--- src/rtl/result_delay_line.sv ---
// Fixed-depth valid/payload delay line; DEPTH=0 is a combinational pass-through.
module result_delay_line #(
  parameter int unsigned DEPTH     = 1,
  parameter int unsigned PAYLOAD_W = 8
) (
  input  logic                 clk,
  input  logic                 clear,
  input  logic                 in_valid,
  input  logic [PAYLOAD_W-1:0] in_data,
  output logic                 out_valid,
  output logic [PAYLOAD_W-1:0] out_data,
  output logic                 pending
);

  generate
    if (DEPTH == 0) begin : g_pass
      assign out_valid = in_valid & ~clear;
      assign out_data  = in_data;
      assign pending   = 1'b0;
    end else begin : g_pipe
      logic [DEPTH-1:0]     valid_q;
      logic [PAYLOAD_W-1:0] data_q [DEPTH];

      always_ff @(posedge clk) begin
        data_q[0] <= in_data;
        for (int unsigned i = 1; i < DEPTH; i++) begin
          data_q[i] <= data_q[i-1];
        end
        if (clear) begin
          valid_q <= '0;
        end else begin
          valid_q[0] <= in_valid;
          for (int unsigned i = 1; i < DEPTH; i++) begin
            valid_q[i] <= valid_q[i-1];
          end
        end
      end

      // Valid entries still upstream of the tap; the tap itself is compared this cycle.
      always_comb begin
        pending = 1'b0;
        for (int unsigned i = 0; i + 1 < DEPTH; i++) begin
          pending = pending | valid_q[i];
        end
      end

      assign out_valid = valid_q[DEPTH-1];
      assign out_data  = data_q[DEPTH-1];
    end
  endgenerate

endmodule

--- config.mk ---
export PLATFORM = sky130hd
export DESIGN_NAME = result_delay_line
export DESIGN_NICKNAME = d
export VERILOG_FILES = /design/src/rtl/result_delay_line.sv
export SDC_FILE = /design/constraint.sdc
export NUM_CORES = 1
export LEC_CHECK = 0
export BUFFER_PORTS_ARGS = -buffer_cell sky130_fd_sc_hd__buf_2
export CAP_MARGIN = 20
export CORE_AREA = 2 2 39 41
export DETAILED_ROUTE_END_ITERATION = 10
export DIE_AREA = 0 0 41 43
export GPL_TIMING_DRIVEN = 0
export PLACE_DENSITY_LB_ADDON = 0.2
export SYNTH_ARGS = -nofsm -noshare
export SYNTH_HDL_FRONTEND = slang
export SYNTH_SLANG_ARGS = --single-unit
--- constraint.sdc ---
create_clock -name clk -period 0.8 [get_ports clk]
set_clock_uncertainty 0.1 [all_clocks]
set_input_delay 0.08 -clock clk [delete_from_list [all_inputs] [get_ports clk]]
set_output_delay 0.08 -clock clk [all_outputs]
set_load 0.02 [all_outputs]
## After elaboration in Yosys (flattened, before gate mapping)

Memory sizes are Yosys's and may differ from the RTL's.
Cells that the tools add are included.

| cells by class | value |
|---|---|
| reductions and logical operators | 0 |
| bitwise logic cells | 0 |
| multiply operators | 0 |
| eq/ne operators | 0 |
| magnitude comparators | 0 |
| shift-type cells | 0 |
| multiplexer cells | 0 |
| div/mod/pow operators | 0 |
| add/subtract/negate cells | 0 |

| word-level totals | value |
|---|---|
| output and inout port bits | 10 |
| bits of input ports | 11 |
| memories kept | 1 |
| logic and storage cells | 2 |
| bits in writable memories | 8 |
| bits in latches | 0 |
| memory bits (read-only) | 0 |
| bits in registers | 1 |

Memory list:

| name | depth | bits a word | rd ports | clocked after Yosys merged registers in | write ports | RTL line | text |
|---|---|---|---|---|---|---|---|
| g_pipe.data_q | 1 | 8 | 1 | 0 | 1 | 22 | `logic [PAYLOAD_W-1:0] data_q [DEPTH];` |

## Depth between registers and ports, before layout

An unclocked memory read counts as a cell.

| depth | value |
|---|---|
| depth in word-level cells | 1 |
| depth in mapped cells | 1 |

## Worst setup path before layout

Ideal clock, no wire load.

| timing | value |
|---|---|
| kind | flip-flop to output port |
| from | memory g_pipe.data_q[0][0] |
| to | output port out_data[0] |
| required time | 0.620 ns |
| buffers on the path | 0 |
| setup slack | 0.225 ns |
| cell stages (with the launch flop) | 1 |
| arrival time | 0.395 ns |
| cell sequence | dfxtp_1 |

| between the ends | value |
|---|---|
| longest elaborated chain between the ends | 1 |

Ends and longest elaborated chain:

| what | RTL line | text |
|---|---|---|
| start, declared | 22 |  |
| $mem_v2 Z1 W8 | n/a |  |
| end, declared | 11 | `output logic [PAYLOAD_W-1:0] out_data,` |

Every way passes these cells.

## Worst setup path in the final report

| timing | value |
|---|---|
| from | register g_pipe.valid_q (netlist: out_valid) |
| to | output port out_valid |

RTL lines:

| what | RTL line | text |
|---|---|---|
| start, declared | 21 | `logic [DEPTH-1:0] valid_q;` |
| start signal, assigned by index | 34 | `valid_q[i] <= valid_q[i-1];` |
| end, declared | 10 | `output logic out_valid,` |

No word-level cell between the ends.

==> report_table.html <==
<table>
<tr><th>Metric</th><th>Value</th></tr>
<tr><th colspan="2">Outcome</th></tr>
<tr><td>Status</td><td>complete, but fails checks</td></tr>
<tr><td>Violations in the final reports</td><td>setup timing</td></tr>
<tr><th colspan="2">Clock tree</th></tr>
<tr><td>CTS Sinks</td><td>9</td></tr>
<tr><td>Number of buffers on the longest clock path</td><td>2</td></tr>
<tr><td>H-Tree Depth</td><td>1</td></tr>
<tr><td>Root buffer cell</td><td>sky130_fd_sc_hd__clkbuf_4</td></tr>
<tr><td>Clock tree from TritonCTS</td><td>built</td></tr>
<tr><td>Post-CTS Setup Inserts</td><td>0</td></tr>
<tr><td>Number of buffers added by the clock tree synthesis step</td><td>3</td></tr>
<tr><td>Clk slew on worst S/H paths</td><td>0.06 ns</td></tr>
<tr><th colspan="2">Cells and area</th></tr>
<tr><td>Layout Cells excl Fill</td><td>61</td></tr>
<tr><td>Post-layout nets</td><td>57</td></tr>
<tr><td>Final std cell area, no fill</td><td>514.2 sq um</td></tr>
<tr><td>Fraction of layout cells with a size suffix above 1</td><td>0.7333</td></tr>
<tr><td>Diode count</td><td>0</td></tr>
<tr><td>Area grow syn2layout</td><td>150.6%</td></tr>
<tr><th colspan="2">Route</th></tr>
<tr><td>Via/cell ratio</td><td>3.377</td></tr>
<tr><td>Routed wire per std cell</td><td>8.525 um</td></tr>
<tr><td>Vias post-DR</td><td>206</td></tr>
<tr><td>Post-route DRC violation count</td><td>0</td></tr>
<tr><td>Initial DRC count</td><td>0</td></tr>
<tr><td>Residual antenna-violating net count after detailed routing</td><td>0</td></tr>
<tr><td>Total routed wirelength</td><td>520 um</td></tr>
<tr><td>Number of iterations in the first detailed-routing pass</td><td>1</td></tr>
<tr><th colspan="2">Critical path</th></tr>
<tr><td>CP Launch Type</td><td>flop</td></tr>
<tr><td>Worst path depth</td><td>1</td></tr>
<tr><td>WP data required</td><td>0.62 ns</td></tr>
<tr><td>Largest driver fanout on the critical path</td><td>1</td></tr>
<tr><td>Arrival time worst endpoint</td><td>0.69 ns</td></tr>
<tr><td>Chain of cells forming the critical path</td><td>buf_6</td></tr>
<tr><td>Slowest cell delay on critical path</td><td>0.32 ns</td></tr>
<tr><td>CP max stage cell</td><td>sky130_fd_sc_hd__dfxtp_2</td></tr>
<tr><td>Worst Setup End Kind</td><td>primary output</td></tr>
<tr><td>Type of the worst setup path</td><td>reg -&gt; out</td></tr>
<tr><td>Kind of cell with the highest combined delay on the critical path</td><td>flip-flops</td></tr>
<tr><td>Count of buffering cells on the critical path with inverters included</td><td>1</td></tr>
<tr><th colspan="2">Floorplan</th></tr>
<tr><td>Core box area</td><td>1384 sq um</td></tr>
<tr><td>Die width</td><td>41 um</td></tr>
<tr><td>Total Die Area</td><td>1763 sq um</td></tr>
<tr><td>Die Y</td><td>43 um</td></tr>
<tr><td>Effective utilization at floorplan</td><td>0.1483</td></tr>
<tr><td>Number of core rows</td><td>14</td></tr>
<tr><td>I/O pin cnt</td><td>21</td></tr>
<tr><th colspan="2">STA</th></tr>
<tr><td>Setup repair after global routing missed its margin</td><td>true</td></tr>
<tr><td>Final max-slew violation count</td><td>0</td></tr>
<tr><td>Final Hold Violating Endpoints</td><td>0</td></tr>
<tr><td>Final number of setup-violating endpoints</td><td>9</td></tr>
<tr><td>Crit path time final</td><td>0.8724 ns</td></tr>
<tr><td>Part of the cycle the worst path needs</td><td>1.090</td></tr>
<tr><td>FMAX</td><td>1.146 GHz</td></tr>
<tr><td>Post-layout worst setup margin</td><td>-0.07239 ns</td></tr>
<tr><th colspan="2">Synthesis</th></tr>
<tr><td>Sequential cell area fraction in the yosys report</td><td>0.8780</td></tr>
<tr><td>Synth Net Count</td><td>23</td></tr>
<tr><td>Number of synthesized register bits</td><td>9</td></tr>
<tr><td>Synthesized area divided by synthesized cell count</td><td>17.10 sq um</td></tr>
<tr><td>Synthesized netlist cell count</td><td>12</td></tr>
<tr><td>Cell Area, Synth</td><td>205.2 sq um</td></tr>
<tr><td>Warning count from the yosys run</td><td>0</td></tr>
<tr><td>Number of distinct library cell variants in the gate-level netlist after synthesis</td><td>4</td></tr>
<tr><th colspan="2">Place</th></tr>
<tr><td>Total of buffers placed on input and output ports</td><td>19</td></tr>
<tr><td>Instance area at placement</td><td>320.3 sq um</td></tr>
<tr><td>Global placer's final weighted congestion</td><td>0.5672</td></tr>
<tr><td>Total instance count after detailed placement</td><td>47</td></tr>
<tr><th colspan="2">Global route</th></tr>
<tr><td>Total GRT Usage</td><td>0.06325</td></tr>
<tr><td>Number of global-route vias before repair</td><td>196</td></tr>
<tr><td>Pin count of the biggest net entering global routing</td><td>6</td></tr>
<tr><td>Number of antenna violations at the first check in global routing</td><td>0</td></tr>
<tr><td>Remaining global-route overflow</td><td>0</td></tr>
<tr><td>Global-route wire length before repair</td><td>669 um</td></tr>
<tr><th colspan="2">Worst hold path</th></tr>
<tr><td>Worst Hold End</td><td>g_pipe.data_q[0][7]</td></tr>
<tr><td>Hold Path Class</td><td>in -&gt; reg</td></tr>
<tr><td>Hold wc startpoint</td><td>in_data[7]</td></tr>
<tr><td>Worst hold stages</td><td>2</td></tr>
<tr><th colspan="2">Job</th></tr>
<tr><td>MaxCap Viol Count</td><td>0</td></tr>
<tr><th colspan="2">Pwr</th></tr>
<tr><td>IR Drop Worst-Case VDD</td><td>1.031 mV</td></tr>
<tr><td>Static leakage</td><td>0.2427 nW</td></tr>
<tr><td>Areal power density over the cells</td><td>1908 nW/um^2</td></tr>
</table>
## cell families (layout without fill, tap and decap cells)
| family | Yosys count | after routing | synth area share |
|---|---|---|---|
| buf+inv | 1 | 34 | 0.03660 |
| flops | 9 | 9 | 0.8780 |
| simple gates | 1 | 1 | 0.06706 |
| other cells | 1 | 1 | 0.01828 |
## per-stage QoR
stage                     utilization  TNS, ns  worst slack [ns]  hold slack [ns]  total power, W
after floorplan                     -        0            0.2249         0.007717       0.0005320
final                          0.3716  -0.5902          -0.07239           0.3589       0.0009813
after global routing           0.3716  -0.8692           -0.1069           0.3593        0.001042
after global placement         0.2315        0            0.1781          0.08525       0.0005781
after CTS                      0.3716  -0.7237          -0.08525           0.3467        0.001009
after detailed placement       0.2315        0            0.1787          0.08429       0.0005795
## state kept, by name (all words and copies together) (netlist names)
signal,flops
g_pipe.data_q,8
out_valid,1
## repair_timing
item	CTS	global route
endpoints found under the setup margin	9	9
gates resized for setup	27	0
hold endpoints to repair	9	0
hold buffers	10	0
pin swaps	0	0
## layer usage
metal	GRT usage	wire length [um]
met4	0	0
met5	0	0
met3	0.08377	103
met2	0.1094	244
met1	0.03859	172
## worst max path at each step
stage / from / to / slack, ns
2_1_floorplan: g_pipe.data_q[0][0] / out_data[0] / 0.22
3_3_place_gp: g_pipe.data_q[0][2] / out_data[2] / 0.18
3_5_place_dp: out_valid / out_valid / 0.18
4_1_cts: out_valid / out_valid / -0.09
5_1_grt: out_valid / out_valid / -0.11
6_report: out_valid / out_valid / -0.07
## cells in the mapped netlist (all sizes together)
master	instances	area [sq um]
conb	1	3.750
dfxtp	9	180.2
nor2b	1	13.76
buf	1	7.510
## area by class of cell
| type | count | area, sq um |
|---|---|---|
| buffer | 1 | 7.507 |
| clock buffer | 4 | 26.28 |
| fill | 139 | 869.6 |
| multi-input combinational | 2 | 17.52 |
| sequential | 9 | 191.4 |
| tap | 16 | 20.02 |
| timing repair buffer | 29 | 251.5 |
## layout by cell type, fill, tap and decap left out, drive strengths merged
cell type	count
buf	20
clkbuf	4
conb	1
dfxtp	9
dlygate4sd3	10
nor2b	1
## power breakdown
group	internal, W	total (W)	leakage [nW]	switching (W)
Combinational	0.0000990	0.000156	0.152	0.0000567
Clock	0.000191	0.000338	0.0150	0.000146
Sequential	0.000477	0.000488	0.0762	0.0000105
Note: power is estimated with default switching activity, not from simulation.
